### src/rtl/button_event_decoder.sv
// Button event decoder: turns a debounced button level into single-cycle
// press / release / short / long / auto-repeat events, timed in prescaled ticks.
module button_event_decoder #(
  parameter int TICK_DIV     = 50000,
  parameter int LONG_TICKS   = 500,
  parameter int REPEAT_TICKS = 100,
  parameter int HOLD_W       = 16
) (
  input  logic              clk,
  input  logic              reset,
  input  logic              btn_db,
  output logic              press_pulse,
  output logic              release_pulse,
  output logic              short_pulse,
  output logic              long_pulse,
  output logic              repeat_pulse,
  output logic              held,
  output logic [HOLD_W-1:0] hold_ticks
);

  localparam int PRE_W = (TICK_DIV > 1) ? $clog2(TICK_DIV) : 1;
  localparam int REP_W = (REPEAT_TICKS > 0) ? $clog2(REPEAT_TICKS + 1) : 1;

  if ((LONG_TICKS < 1) ||
      (longint'(LONG_TICKS) > ((longint'(1) << HOLD_W) - longint'(1)))) begin : g_long_chk
    $error("LONG_TICKS must be >= 1 and fit in HOLD_W bits");
  end

  typedef enum logic [1:0] {
    S_IDLE,
    S_PRESSED,
    S_LONG
  } state_t;

  state_t             state_q, state_d;
  logic               btn_q, btn_d;
  logic [PRE_W-1:0]   pre_q, pre_d;
  logic [REP_W-1:0]   rep_q, rep_d;
  logic [HOLD_W-1:0]  hold_q, hold_d;
  logic               press_q, press_d;
  logic               release_q, release_d;
  logic               short_q, short_d;
  logic               long_q, long_d;
  logic               repeat_q, repeat_d;
  logic               rise, fall, tick;

  // Edge detection and the tick prescaler, restarted on every edge.
  always_comb begin
    btn_d = btn_db;
    rise  = btn_db & ~btn_q;
    fall  = ~btn_db & btn_q;
    tick  = (pre_q == PRE_W'(TICK_DIV - 1));
    if (rise || fall || tick) pre_d = '0;
    else                      pre_d = pre_q + PRE_W'(1);
  end

  // Next-state and registered event logic; a fall always beats a same-cycle tick.
  always_comb begin
    state_d   = state_q;
    hold_d    = hold_q;
    rep_d     = rep_q;
    press_d   = 1'b0;
    release_d = 1'b0;
    short_d   = 1'b0;
    long_d    = 1'b0;
    repeat_d  = 1'b0;
    case (state_q)
      S_IDLE: begin
        if (rise) begin
          state_d = S_PRESSED;
          press_d = 1'b1;
          hold_d  = '0;
          rep_d   = '0;
        end
      end
      S_PRESSED: begin
        if (fall) begin
          state_d   = S_IDLE;
          release_d = 1'b1;
          short_d   = 1'b1;
        end else if (tick) begin
          hold_d = hold_q + HOLD_W'(1);
          if (hold_q + HOLD_W'(1) == HOLD_W'(LONG_TICKS)) begin
            state_d = S_LONG;
            long_d  = 1'b1;
            rep_d   = '0;
          end
        end
      end
      S_LONG: begin
        if (fall) begin
          state_d   = S_IDLE;
          release_d = 1'b1;
        end else if (tick) begin
          if (hold_q != '1) hold_d = hold_q + HOLD_W'(1);
          if (REPEAT_TICKS != 0) begin
            if (rep_q + REP_W'(1) == REP_W'(REPEAT_TICKS)) begin
              repeat_d = 1'b1;
              rep_d    = '0;
            end else begin
              rep_d = rep_q + REP_W'(1);
            end
          end
        end
      end
      default: state_d = S_IDLE;
    endcase
  end

  // State, counter and event registers with synchronous reset.
  always_ff @(posedge clk) begin
    if (reset) begin
      state_q   <= S_IDLE;
      btn_q     <= 1'b0;
      pre_q     <= '0;
      rep_q     <= '0;
      hold_q    <= '0;
      press_q   <= 1'b0;
      release_q <= 1'b0;
      short_q   <= 1'b0;
      long_q    <= 1'b0;
      repeat_q  <= 1'b0;
    end else begin
      state_q   <= state_d;
      btn_q     <= btn_d;
      pre_q     <= pre_d;
      rep_q     <= rep_d;
      hold_q    <= hold_d;
      press_q   <= press_d;
      release_q <= release_d;
      short_q   <= short_d;
      long_q    <= long_d;
      repeat_q  <= repeat_d;
    end
  end

  assign press_pulse   = press_q;
  assign release_pulse = release_q;
  assign short_pulse   = short_q;
  assign long_pulse    = long_q;
  assign repeat_pulse  = repeat_q;
  assign held          = (state_q != S_IDLE);
  assign hold_ticks    = hold_q;

endmodule

### config.mk
export PLATFORM = sky130hd
export DESIGN_NAME = button_event_decoder
export DESIGN_NICKNAME = d
export VERILOG_FILES = /design/src/rtl/button_event_decoder.sv
export SDC_FILE = /design/constraint.sdc
export NUM_CORES = 1
export LEC_CHECK = 0
export CAP_MARGIN = 20
export CORE_MARGIN = 1
export CORE_UTILIZATION = 30
export DETAILED_ROUTE_END_ITERATION = 7
export SYNTH_ARGS = -nofsm -noshare
export SYNTH_HDL_FRONTEND = slang
export SYNTH_SLANG_ARGS = --single-unit
### constraint.sdc
create_clock -name clk -period 2.21 [get_ports clk]
set_clock_uncertainty 0.05 [all_clocks]
set_input_delay 0.442 -clock clk [delete_from_list [all_inputs] [get_ports clk]]
set_output_delay 0.442 -clock clk [all_outputs]
set_load 0.02 [all_outputs]
==> summary by stage <==
Run status
The flow ran to the end, but the final reports show violations. The final reports fail on negative setup slack.

Clocking
CTS built an H-tree with a depth of 2. The TritonCTS buffer count is 5. The maximum buffer depth of the clock tree is 2.

The TritonCTS clock tree is done. The number of buffers inserted by hold repair at cts is 0. The clock-pin slew on the worst setup and hold paths is 0.09 ns. The clock latency on the worst-skew pair is 0.31 ns. In this run the clock root is driven by a sky130_fd_sc_hd__clkbuf_8. The total clock sinks is 47.

Finish
In the layout the commonest cells are sky130_fd_sc_hd__nor2_1, sky130_fd_sc_hd__dfxtp_1, sky130_fd_sc_hd__buf_4. The non-filler instance count after layout is 489. At the end of the flow, the number of nets in the layout was 396.

The layout cell share with drive strength beyond 1 is 25.3%. After filler insertion, the fill cell instance count of the layout stands at 799. The area growth from synthesis to layout is 36.8%. The most frequent standard cell in the layout excluding fill and tap cells is sky130_fd_sc_hd__nor2_1. The diode insertion count for antenna repair is 0. The fraction of the core area covered by cells at the end of the flow is 43.3%.

Floorplanning
The initial cell density of the core is 31.6%. The floorplan step set the die height to 96.0 microns. After floorplanning, the core was divided into 33 placement rows. The number of ports placed on the die boundary is 25. The die footprint is 9220 sq um.

The total area inside the core boundary comes to 8380 sq um. From left edge to right edge, the die measures 96.0 microns.

Routing
After detailed routing, the number of remaining DRC violations is 0. The first detailed-routing pass ran for 5 iterations. The total wire length after detailed routing is 6.71 mm. The via count is 2,453.

In the routed layout, each cell is associated on average with a via count of 5.02. The detail route stage leaves a number of antenna-violating nets equal to 0. The post-detailed-route wirelength per cell is 13.7 microns. For this block, the initial DRC count from the detailed router was 117.

Flow run
The max-capacitance violation count is 0.

STA
Derived from the worst setup path, the maximum achievable clock frequency is 0.447 GHz. The shortest period the worst path allows is 2.24 ns. At the pin with the least slew margin, the transition time is 0.495 ns.

Setup repair after global routing could not meet its margin everywhere. The final setup violation count is 4. The relative slew slack is 66.8%. The setup slack after layout is -0.0265 ns. The number of failing hold endpoints at the final stage is 0. The final-report max-slew violation count is 0. The final cycle utilization of the critical path is 101%. Adding up every negative setup slack in the final design gives -0.0600 ns.

Synth
The library cell with the largest summed area after synthesis is sky130_fd_sc_hd__dfxtp_1. The gate count after technology mapping is 323. During synthesis, Yosys emitted a total of 0 warnings. The number of nets handed over by synthesis was 336.

Of all flip-flops after synthesis, the portion carrying an async set or reset was 0%. For this run, the leading register cell type out of synthesis is sky130_fd_sc_hd__dfxtp_1. The number of synthesized flops with an enable pin is 0. By area the synthesized netlist is led by sky130_fd_sc_hd__dfxtp_1, sky130_fd_sc_hd__nor2_1, sky130_fd_sc_hd__nand2_1. The netlist area before placement is 2650 sq um.

After synthesis, the mean cell area works out to 8.21 sq um. Summed over its instances, the top area cell type makes up 35.5% of the synthesized netlist area. The sequential element share of the synthesized area is 35.5%.

The flop and latch count out of synthesis is 47. The number of different library cells used by synthesis comes to 54.

Place
At the end of routability-driven placement, the weighted congestion stood at 0.813. Port buffering added 24 buffers. Once detailed placement completed, the half-perimeter wirelength came to 4.52 mm. Including well taps, the total number of placed cells is 476.

Worst hold path
The worst min-delay path class is flop to flop. The start point of the worst min-delay path is pre_q[0].

Worst setup path
The category of the worst setup path capture point is a flop. The stage delay of the slowest cell on the critical path is 0.37 ns. The type of origin of the critical path is a flop. The most critical setup path has its startpoint at hold_ticks[0]. The data arrival time of the critical path is 2.42 ns.

The worst endpoint required time is 2.39 ns. The critical path goes through ha_4 > and4_1 > and2_4 > xnor2_4 > nor4b_4 > nand4_2 > o41ai_4 > mux2i_1. The worst setup path is of the flop to flop kind.

The biggest fanout along the worst timing path is 4. Among all stages on the critical path, the largest delay is contributed by sky130_fd_sc_hd__dfxtp_4. The launching point of the worst reg2reg path is hold_ticks[0].

Power and ir drop
The maximum vdd drop is 0.000399 V. After layout, the design draws a total of 0.00243 W. Dividing total power by cell area gives a power density of 669 nW/um^2. The analysis attributes to cell leakage a power of 1.34 nW.

Global routing
After global routing the overflow that remains totals 0. The pin count of the biggest net entering global routing is 18. For this run, the total global-route usage over all layers was measured as 15.0%. The global-route wire length before repair is 10.9 mm. The number of antenna violations at the first check in global routing came to 0. The number of global-route vias before repair was 2,277.
flip-flops by register name (all words and copies together) (netlist names), 2 cells and up:
register / count
hold_ticks: 16
state_q: 2
rep_q: 7
pre_q: 16
final cells by class:
cell class	count	area, sq um	share of cell area, %
inverter	18	67.6	1.86
sequential	47	952	26.3
clock buffer	5	68.8	1.90
multi-input combinational	245	1790	49.4
timing repair buffer	66	594	16.4
clock inverter	3	22.5	0.621
tap	105	131	3.62
per-layer routing:
layer | wire (microns) | GRT usage (%) | part of all wire (%)
met1 | 3210 | 20.5 | 48
met2 | 3210 | 23.7 | 48
met3 | 205 | 2.76 | 3.1
met4 | 89 | 4.98 | 1.3
met5 | 0 | 0 | 0
power by group:
part	leakage, nW	switching (W)	internal (W)
logic	0.908	0.000578	0.000401
registers	0.383	0.0000245	0.000877
clock network	0.0489	0.000317	0.000229
timing repair:
| action | 4_1_cts | 5_1_grt |
|---|---|---|
| gates resized for setup | 12 | 32 |
| endpoints found under the setup margin | 10 | 11 |
| buffers inserted | 2 | 4 |
| pin swaps | 1 | 10 |
kinds of logic (layout without fill, tap and decap cells):
| group | count (synthesis) | in the layout | share of synthesized area, % |
|---|---|---|---|
| simple gates | 168 | 168 | 34.5 |
| flops | 47 | 47 | 35.5 |
| compound gates | 40 | 40 | 10.9 |
| buf+inv | 31 | 92 | 5.19 |
| xor+xnor | 21 | 21 | 6.94 |
| fa+ha+maj | 10 | 10 | 4.72 |
| mux | 6 | 6 | 2.31 |
worst paths after layout:
kind         slack [ns]  cells past startpoint    endpoint
max               -0.03                      8  state_q[0]
min                0.36                      1    pre_q[0]
min reg2reg        0.36                      1    pre_q[0]
max reg2reg       -0.03                      8  state_q[0]
per-stage QoR:
| step | setup slack, ns | hold slack (ns) | instance area [sq um] |
|---|---|---|---|
| floorplan | 0.00145 | 0.363 | 2650 |
| global placement | -0.268 | 0.374 | 3260 |
| detailed placement | -0.296 | 0.383 | 3260 |
| CTS | -0.00595 | 0.397 | 3430 |
| global route | -0.133 | 0.405 | 3630 |
| finish | -0.0265 | 0.364 | 3630 |
critical path, delay by kind of cell, from the launching register on:
kind                       cells  cell delay (ns)
and+or+nand+nor                4             0.87
muxes                          1             0.25
AOI/OAI and AO/OA              1             0.33
DFF                            1             0.37
adders and majority gates      1             0.17
xor gates and xnor gates       1             0.13
cell usage after synthesis, types with 2 or more instances:
library cell,instances
sky130_fd_sc_hd__clkbuf_1,7
sky130_fd_sc_hd__ha_1,10
sky130_fd_sc_hd__nor2_1,46
sky130_fd_sc_hd__o211ai_1,3
sky130_fd_sc_hd__inv_1,18
sky130_fd_sc_hd__a21oi_1,14
sky130_fd_sc_hd__mux2i_1,5
sky130_fd_sc_hd__and3_1,7
sky130_fd_sc_hd__xnor2_1,11
sky130_fd_sc_hd__o22ai_1,2
sky130_fd_sc_hd__and4bb_1,2
sky130_fd_sc_hd__nand4_1,10
sky130_fd_sc_hd__or2_2,2
sky130_fd_sc_hd__nand4_2,2
sky130_fd_sc_hd__xor2_1,10
sky130_fd_sc_hd__o21ai_0,8
sky130_fd_sc_hd__nand3b_1,2
sky130_fd_sc_hd__buf_6,2
sky130_fd_sc_hd__nor4b_1,3
sky130_fd_sc_hd__and4_1,2
sky130_fd_sc_hd__o21ai_1,3
sky130_fd_sc_hd__or4b_2,2
sky130_fd_sc_hd__buf_2,2
sky130_fd_sc_hd__nor3_1,10
sky130_fd_sc_hd__nand3_1,24
sky130_fd_sc_hd__nand2b_1,3
sky130_fd_sc_hd__nand2_1,35
sky130_fd_sc_hd__dfxtp_1,47
sky130_fd_sc_hd__nor4_1,6
Note: power is estimated with default switching activity, not from simulation.
